<file path="config.mk">
export PLATFORM = sky130hd
export DESIGN_NAME = bsg_downstream_rx
export DESIGN_NICKNAME = d
export VERILOG_FILES = /design/src/rtl/bsg_link_pkg.sv /design/src/rtl/bsg_link_rx_fifo.sv /design/src/rtl/bsg_downstream_rx.sv
export SDC_FILE = /design/constraint.sdc
export NUM_CORES = 1
export LEC_CHECK = 0
export ABC_AREA = 1
export BUFFER_PORTS_ARGS = -buffer_cell sky130_fd_sc_hd__buf_4
export CAP_MARGIN = 25
export CORE_UTILIZATION = 30
export CTS_BUF_LIST = sky130_fd_sc_hd__clkbuf_8
export CTS_CLUSTER_SIZE = 16
export DETAILED_ROUTE_END_ITERATION = 8
export HOLD_SLACK_MARGIN = 0.02
export PLACE_DENSITY = 0.55
export SLEW_MARGIN = 20
export SYNTH_ARGS = -nofsm -noshare
export SYNTH_HDL_FRONTEND = slang
export SYNTH_SLANG_ARGS = --single-unit
</file>
<file path="constraint.sdc">
create_clock -name clk -period 6 [get_ports clk]
set_input_delay 0.6 -clock clk [delete_from_list [all_inputs] [get_ports clk]]
set_output_delay 0.6 -clock clk [all_outputs]
set_load 0.03 [all_outputs]
</file>
<file path="src/rtl/bsg_link_pkg.sv">
// Shared link constants: channel geometry, credit window and beat-to-byte-lane map.
// Lane numbers are byte offsets inside the 32-bit half currently being assembled.
package bsg_link_pkg;

  localparam int LINK_CH       = 2;
  localparam int LINK_CH_W     = 8;
  localparam int LINK_HALF_W   = LINK_CH * LINK_CH_W * 2;
  localparam int LINK_WORD_W   = 2 * LINK_HALF_W;
  localparam int TOKEN_HALVES  = 4;
  localparam int CREDIT_HALVES = 8;

  typedef enum logic {P = 1'b0, N = 1'b1} rx_phase_e;

  localparam int LANE_P_CH0 = 0;
  localparam int LANE_P_CH1 = 2;
  localparam int LANE_N_CH0 = 1;
  localparam int LANE_N_CH1 = 3;

  function automatic int lane_lsb(input logic half, input int lane);
    return (half ? LINK_HALF_W : 0) + LINK_CH_W * lane;
  endfunction

endpackage

</file>
<file path="src/rtl/bsg_link_rx_fifo.sv">
// 1R1W synchronous FIFO with registered head; a write lands one cycle before it is visible.
// A push while full is accepted only if the same cycle pops; a pop while empty is ignored.
module bsg_link_rx_fifo #(
  parameter int WIDTH = 64,
  parameter int DEPTH = 4
) (
  input  logic             clk,
  input  logic             rst,
  input  logic             push,
  input  logic [WIDTH-1:0] push_data,
  input  logic             pop,
  output logic [WIDTH-1:0] head,
  output logic             full,
  output logic             empty
);

  localparam int AW = $clog2(DEPTH);

  logic [AW:0]      wr_ptr, rd_ptr;
  logic [WIDTH-1:0] mem [DEPTH];
  logic             pop_ok, push_ok;

  assign empty   = (wr_ptr == rd_ptr);
  assign full    = (wr_ptr[AW] != rd_ptr[AW]) && (wr_ptr[AW-1:0] == rd_ptr[AW-1:0]);
  assign pop_ok  = pop & ~empty;
  // When full, a same-cycle pop frees the head slot, which is exactly the slot being written.
  assign push_ok = push & (~full | pop_ok);
  assign head    = mem[rd_ptr[AW-1:0]];

  always_ff @(posedge clk) begin
    if (rst) begin
      wr_ptr <= '0;
      rd_ptr <= '0;
      for (int i = 0; i < DEPTH; i++) mem[i] <= '0;
    end else begin
      if (push_ok) begin
        mem[wr_ptr[AW-1:0]] <= push_data;
        wr_ptr              <= wr_ptr + 1'b1;
      end
      if (pop_ok) rd_ptr <= rd_ptr + 1'b1;
    end
  end

endmodule

</file>
<file path="src/rtl/bsg_downstream_rx.sv">
// Link receiver: reassembles four P/N beats into a 64-bit word, buffers it, returns credits.
// Word visible 1 cycle after its last beat; core pops via valid/ready; one token per TOKEN_WORDS pops.
module bsg_downstream_rx
  import bsg_link_pkg::*;
#(
  parameter int FIFO_WORDS  = CREDIT_HALVES / 2,
  parameter int TOKEN_WORDS = TOKEN_HALVES / 2
) (
  input  logic                   clk,
  input  logic                   rst,
  input  logic                   io_valid_in,
  input  logic [LINK_CH_W-1:0]   io_data_in_ch0,
  input  logic [LINK_CH_W-1:0]   io_data_in_ch1,
  output logic                   io_token_out,
  output logic [LINK_WORD_W-1:0] core_data_out,
  output logic                   core_valid_out,
  input  logic                   core_ready_in,
  output logic                   overflow_err
);

  localparam int TCW = $clog2(TOKEN_WORDS) + 1;

  rx_phase_e              state_r, state_n;
  logic                   half_r;
  logic [LINK_WORD_W-1:0] asm_r, asm_n;
  logic                   cap_p, cap_n, push, pop;
  logic                   fifo_full, fifo_empty;
  logic [TCW-1:0]         tok_cnt_r, tok_cnt_inc;

  always_comb begin
    state_n = state_r;
    cap_p   = 1'b0;
    cap_n   = 1'b0;
    case (state_r)
      P: if (io_valid_in) begin
        cap_p   = 1'b1;
        state_n = N;
      end
      N: begin
        cap_n   = 1'b1;
        state_n = P;
      end
      default: state_n = P;
    endcase
  end

  // The N beat of half 1 pushes the word including the bytes arriving this cycle.
  always_comb begin
    asm_n = asm_r;
    if (cap_p) begin
      asm_n[lane_lsb(half_r, LANE_P_CH0) +: LINK_CH_W] = io_data_in_ch0;
      asm_n[lane_lsb(half_r, LANE_P_CH1) +: LINK_CH_W] = io_data_in_ch1;
    end
    if (cap_n) begin
      asm_n[lane_lsb(half_r, LANE_N_CH0) +: LINK_CH_W] = io_data_in_ch0;
      asm_n[lane_lsb(half_r, LANE_N_CH1) +: LINK_CH_W] = io_data_in_ch1;
    end
  end

  assign push           = cap_n & half_r;
  assign core_valid_out = ~fifo_empty;
  assign pop            = core_valid_out & core_ready_in;
  assign tok_cnt_inc    = tok_cnt_r + 1'b1;

  bsg_link_rx_fifo #(
    .WIDTH(LINK_WORD_W),
    .DEPTH(FIFO_WORDS)
  ) u_fifo (
    .clk      (clk),
    .rst      (rst),
    .push     (push),
    .push_data(asm_n),
    .pop      (pop),
    .head     (core_data_out),
    .full     (fifo_full),
    .empty    (fifo_empty)
  );

  always_ff @(posedge clk) begin
    if (rst) begin
      state_r      <= P;
      half_r       <= 1'b0;
      asm_r        <= '0;
      tok_cnt_r    <= '0;
      io_token_out <= 1'b0;
      overflow_err <= 1'b0;
    end else begin
      state_r      <= state_n;
      asm_r        <= asm_n;
      io_token_out <= 1'b0;
      if (cap_n) half_r <= ~half_r;
      if (pop) begin
        if (tok_cnt_inc == TCW'(TOKEN_WORDS)) begin
          tok_cnt_r    <= '0;
          io_token_out <= 1'b1;
        end else begin
          tok_cnt_r <= tok_cnt_inc;
        end
      end
      if (push && fifo_full && !pop) overflow_err <= 1'b1;
    end
  end

endmodule

</file>
# --- Word-level counts from Yosys, hierarchy flattened ---
# Memory sizes are Yosys's and may differ from the RTL's. A register that Yosys moved wholly into a read port is not among the register bits.
# Cells that the tools add are included.
# Widths: inputs -> output; s select.
totals:
  reg_bits: 76
  ramBits: 256
  input_bits: 20
  memories: 1
  word_cells: 70
memory_table:
  columns: ["memory", "words", "word_bits", "read_ports", "rd_ports_with_merged_regs", "wr", "line", "text"]
  rows:
  - ["u_fifo.mem", 4, 64, 1, 1, 4, "bsg_link_rx_fifo.sv:20", "logic [WIDTH-1:0] mem [DEPTH];"]
classes:
  eq_ne: 4
  bitwise: 10
  reduce_logical: 6
  add_sub_neg: 10
  n_shift: 8
  muxes: 23
ops:
  columns: ["operator", "n"]
  rows:
  - ["$bwmux 64", 4]
  - ["$shift 8x33->64 const A", 4]
  - ["$shiftx 8x33->64", 4]
  - ["$mux 64", 3]
  - ["$neg 32->33", 3]
  - ["$reduce_or 64->1", 1]
  - ["$neg 7->33", 1]
  - ["$add 32x5->32 const B", 1]
  - ["$add 32x6->32 const B", 1]
  - ["$mux 1", 10]
  - ["$mux 2", 4]
  - ["$add 6x5->7 const B", 1]
  - ["$add 3x1->3 const B", 2]
  - ["$mux 6", 1]
  - ["$not 1->1", 5]
  - ["$and 1x1->1", 4]
  - ["$eq 3x3->1", 1]
  - ["$logic_and 1x1->1", 3]
  - ["$add 2x1->2 const B", 1]
  - ["$eq 2x2->1", 1]
  - ["$eq 2x2->1 const B", 1]
  - ["$pmux 1 s2", 1]
  - ["$reduce_or 2->1", 1]
  - ["$logic_not 1->1", 1]
  - ["other kinds (2)", 2]

# --- Longest topological paths before layout ---
depth:
  word_depth: 11
  ltp_mapped: 10
  depth_no_buf: 9

# --- Modules after synthesis ---
# A second synthesis with hierarchy kept.
hier_totals:
  cells_unflattened: 1541
  area_unflattened_um2: 15474.8
by_module_without_submodules:
  columns: ["module", "area_per_inst_um2", "cells_per_inst", "n_inst", "seq_area_each_um2"]
  rows:
  - ["bsg_link_rx_fifo", 12100.4, 1052, 1, 7847.5]
  - ["bsg_downstream_rx", 3374.5, 489, 1, 1401.3]

# --- Least setup slack after synthesis ---
# No wires, ideal clock.
synth_timing:
  path_type: "input port to flip-flop"
  start: "input port rst"
  end: "memory u_fifo.mem[0][0] (enable)"
  t_arrival_ns: 5.652
  required_ns: 5.425
  setup_time_ns: 0.574
  path_buffers: 2
  slack_ns: -0.227
  cell_stages: 5
  cell_sequence: "inv_2 > buf_4 > nand4_2 > clkbuf_1 > o21ai_0"
synth_lines:
  columns: ["element", "line", "text"]
  rows:
  - ["start, declared", "bsg_downstream_rx.sv:10", "input logic rst,"]
  - ["end, declared", "bsg_link_rx_fifo.sv:20", null]

==> flow_metrics.py <==
metrics = {
    "cts": {
        "cts_sinks": 334,
        "postCtsHoldBufs": 0,
        "cts_resized": 0,
        "postCtsSetupBuffers": 0,
        "worstSkewPairLatency_ns": 0.60,
        "clk_transition_reported_paths_ns": 0.06,
        "cts-root-buf": "clkbuf_8",
        "cts_tree": "built",
        "clockBufferDepth": 3,
        "cts_buffers": 58,
        "cts-htree-levels": 2,
    },
    "critical_path": {
        "cp_slowest_stage_delay_ns": 1.01,
        "arrival_ns": 4.19,
        "startpoint_type": "flop",
        "cp-end-kind": "flop",
        "cp-startpoint": "state_r",
        "worstReg2RegStart": "state_r",
        "cp_max_fo": 45,
        "cp_slowest_cell": "o21ai_4",
        "crit_required_ns": 6.25,
        "crit_type": "reg -> reg",
        "cp_cell_sequence": "nand2_2 > inv_2 > nand4_4 > o21ai_4 > buf_4",
    },
    "sta": {
        "fin_ws_ns": 2.06,
        "report.final.slew_viol_count": 0,
        "period_share_pct": 65.7,
        "rsz0062_at_grt": "false",
        "max_freq_mhz": 254,
        "tightest_slew_ns": 0.956,
        "slew_headroom_pct": 36.0,
        "setup_viol": 0,
        "finalHoldViolCount": 0,
        "skew_ns": 0.0177,
        "finalCriticalPeriod_ns": 3.94,
        "tns_ns": 0,
    },
    "yosys": {
        "yosys.area_share.simple_pct": 19.3,
        "synth_mux_area_share_pct": 0,
        "ys_ff_latch": 334,
        "synthXorXnorAreaFrac_pct": 0.121,
        "ys_seq_area_share_pct": 64.0,
        "yosys.area.top_type": "edfxtp_1",
        "synthesis.area_um2": 14500,
        "synth_top_area_share_pct": 53.2,
        "synth_common_cells": "256 x edfxtp_1, 197 x nor2_1, 190 x nor3_1",
        "synthesis.nets": 1461,
        "syn_avg_cell_area_um2": 10.0,
        "synth_top_family_by_area": "simple AND/OR/NAND/NOR gates",
        "synthArstFlopShare_pct": 0,
        "syn_inst": 1439,
        "synthAdderAreaFrac_pct": 0.173,
        "synth_edf_count": 256,
        "yosysUniqueCellTypes": 29,
        "synth.most_common_cell": "edfxtp_1",
        "yosys_most_used_dff": "edfxtp_1",
        "yosys_warnings": 0,
        "synth_compound_area_share_pct": 9.39,
        "synthTopCellsByArea": "edfxtp_1 53%, dfxtp_1 11%, nor3_1 6.6%",
    },
    "die": {
        "io_pins": 87,
        "die_width_um": 222,
        "die-area_um2": 49100,
        "die_h_um": 222,
        "core_um2": 47600,
        "num_rows": 80,
        "start_util_pct": 30.3,
    },
    "global_routing": {
        "grt_max_degree": 88,
        "antenna_found_initial": 1,
        "grtUsageTotal_pct": 16.2,
        "first_global_vias": 10616,
        "grt_pass1_wl_mm": 62.1,
        "gr-total-overflow": 0,
    },
    "power": {
        "peakVddDrop_v": 0.000139,
        "finalPower_uw": 5550,
        "p_leak_uw": 0.00660,
        "pwr_density_cell_nw_per_um2": 332,
    },
    "place": {
        "place_congestion": 0.793,
        "port_buffers": 86,
        "place_ws_ns": 1.97,
        "dp_hpwl_mm": 23.9,
    },
    "drt": {
        "via_count": 10726,
        "vias_per_cell": 4.98,
        "drtAntennaViolNets": 0,
        "route.detailed.drc": 0,
        "drt_first_pass_iters": 5,
        "drtIter0Drc": 765,
        "routedWlPerCell_um": 18.7,
        "drt-total-wl_mm": 40.3,
    },
    "min_path": {
        "hp-class": "in -> reg",
        "hp-start": "rst",
    },
    "finish": {
        "area_delta_synth_final_pct": 15.6,
        "drive_gt1_share_pct": 16.2,
        "fin_util_pct": 35.1,
        "diodes": 0,
        "final_nets": 1510,
    },
    "flow_run": {
        "max_cap_violations": 0,
    },
    "run_status": {
        "outcome": "completed",
    },
}
[report_power, final]
| group | internal, uW | leakage (uW) | switching (uW) |
|---|---|---|---|
| combinational | 263 | 0.00265 | 625 |
| sequential | 2590 | 0.00328 | 54.3 |
| clock | 1090 | 0.000673 | 932 |
| total | 3930 | 0.00660 | 1610 |
[sequential cells by signal, indices dropped and copies added (netlist names), named ones only]
register and count:
asm_r 64, half_r 1, u_fifo.mem 256, tok_cnt_r 2, u_fifo.wr_ptr 3, overflow_err 1
io_token_out 1, u_fifo.rd_ptr 3, state_r 1
[cells in the final DEF, fill, tap and decap left out]
cell type and n:
o21ai_0 149, dfxtp_4 1, o21ai_4 3, nand4_1 2, o21a_1 1, nand2_2 2, clkinv_1 12, nand3_1 66
inv_2 6, nor4_1 1, buf_12 1, a21oi_1 29, o22ai_1 64, nor3_2 3, bufinv_16 2, nor2_2 23
edfxtp_1 256, a21oi_2 5, nand3_2 17, nand2_1 97, dfxtp_1 75, nor3_1 190, ha_1 2, inv_1 146
clkinv_2 7, clkbuf_8 66, nand4_4 1, nor2_4 2, buf_4 108, xor2_1 2, nor2_1 196, dfxtp_2 2
nor3b_1 1
[logic make-up (layout without fill, tap and decap cells)]
kind of cell | count (synthesis) | in the layout
AOI/OAI and AO/OA | 251 | 251
xor gates and xnor gates | 2 | 2
DFF | 334 | 334
and+or+nand+nor | 601 | 601
buffers and inverters | 249 | 348
adders and majority gates | 2 | 2
[critical path: cells and delay by family (launching register included)]
family                 cells  cell delay, ns
buffers and inverters      2            1.16
AO/OA/AOI/OAI              1            1.01
AND/OR/NAND/NOR            2            0.93
flip-flops                 1            0.45
[layer usage]
metal  up-vias  global-route usage [%]  routed length, um
met4         2                    3.99                556
met1      5292                    22.6              18600
met5         -                       0                 13
met3        48                    2.74               2340
met2       281                    26.2              18800
li1       5103                       -                  -
[per-stage QoR]
stage          hold WS, ns  cell area (um^2)  instances
2_1_floorplan        0.397             14500       1439
3_3_place_gp         0.409             15600       2043
3_5_place_dp         0.421             15600       2043
4_1_cts              0.180             16700       2153
5_1_grt              0.194             16700       2153
6_report             0.221             16700       2153
[path summary, 6_finish.rpt]
path | slack [ns] | cells after the start | end
worst min register to register | 0.43 | 2 | tok_cnt_r[1]
worst max-delay path | 2.06 | 5 | u_fifo.mem[1][25]
worst max register to register | 2.06 | 5 | u_fifo.mem[1][25]
worst min-delay path | 0.22 | 2 | u_fifo.wr_ptr[2]
[cell type report]
type | instances | area [um^2]
inverter | 129 | 485
multi-input combinational | 856 | 4240
clock inverter | 44 | 225
timing repair buffer | 109 | 831
fill | 4855 | 30900
clock buffer | 66 | 908
tap | 615 | 769
sequential | 334 | 9260
Note: power is estimated with default switching activity, not from simulation.
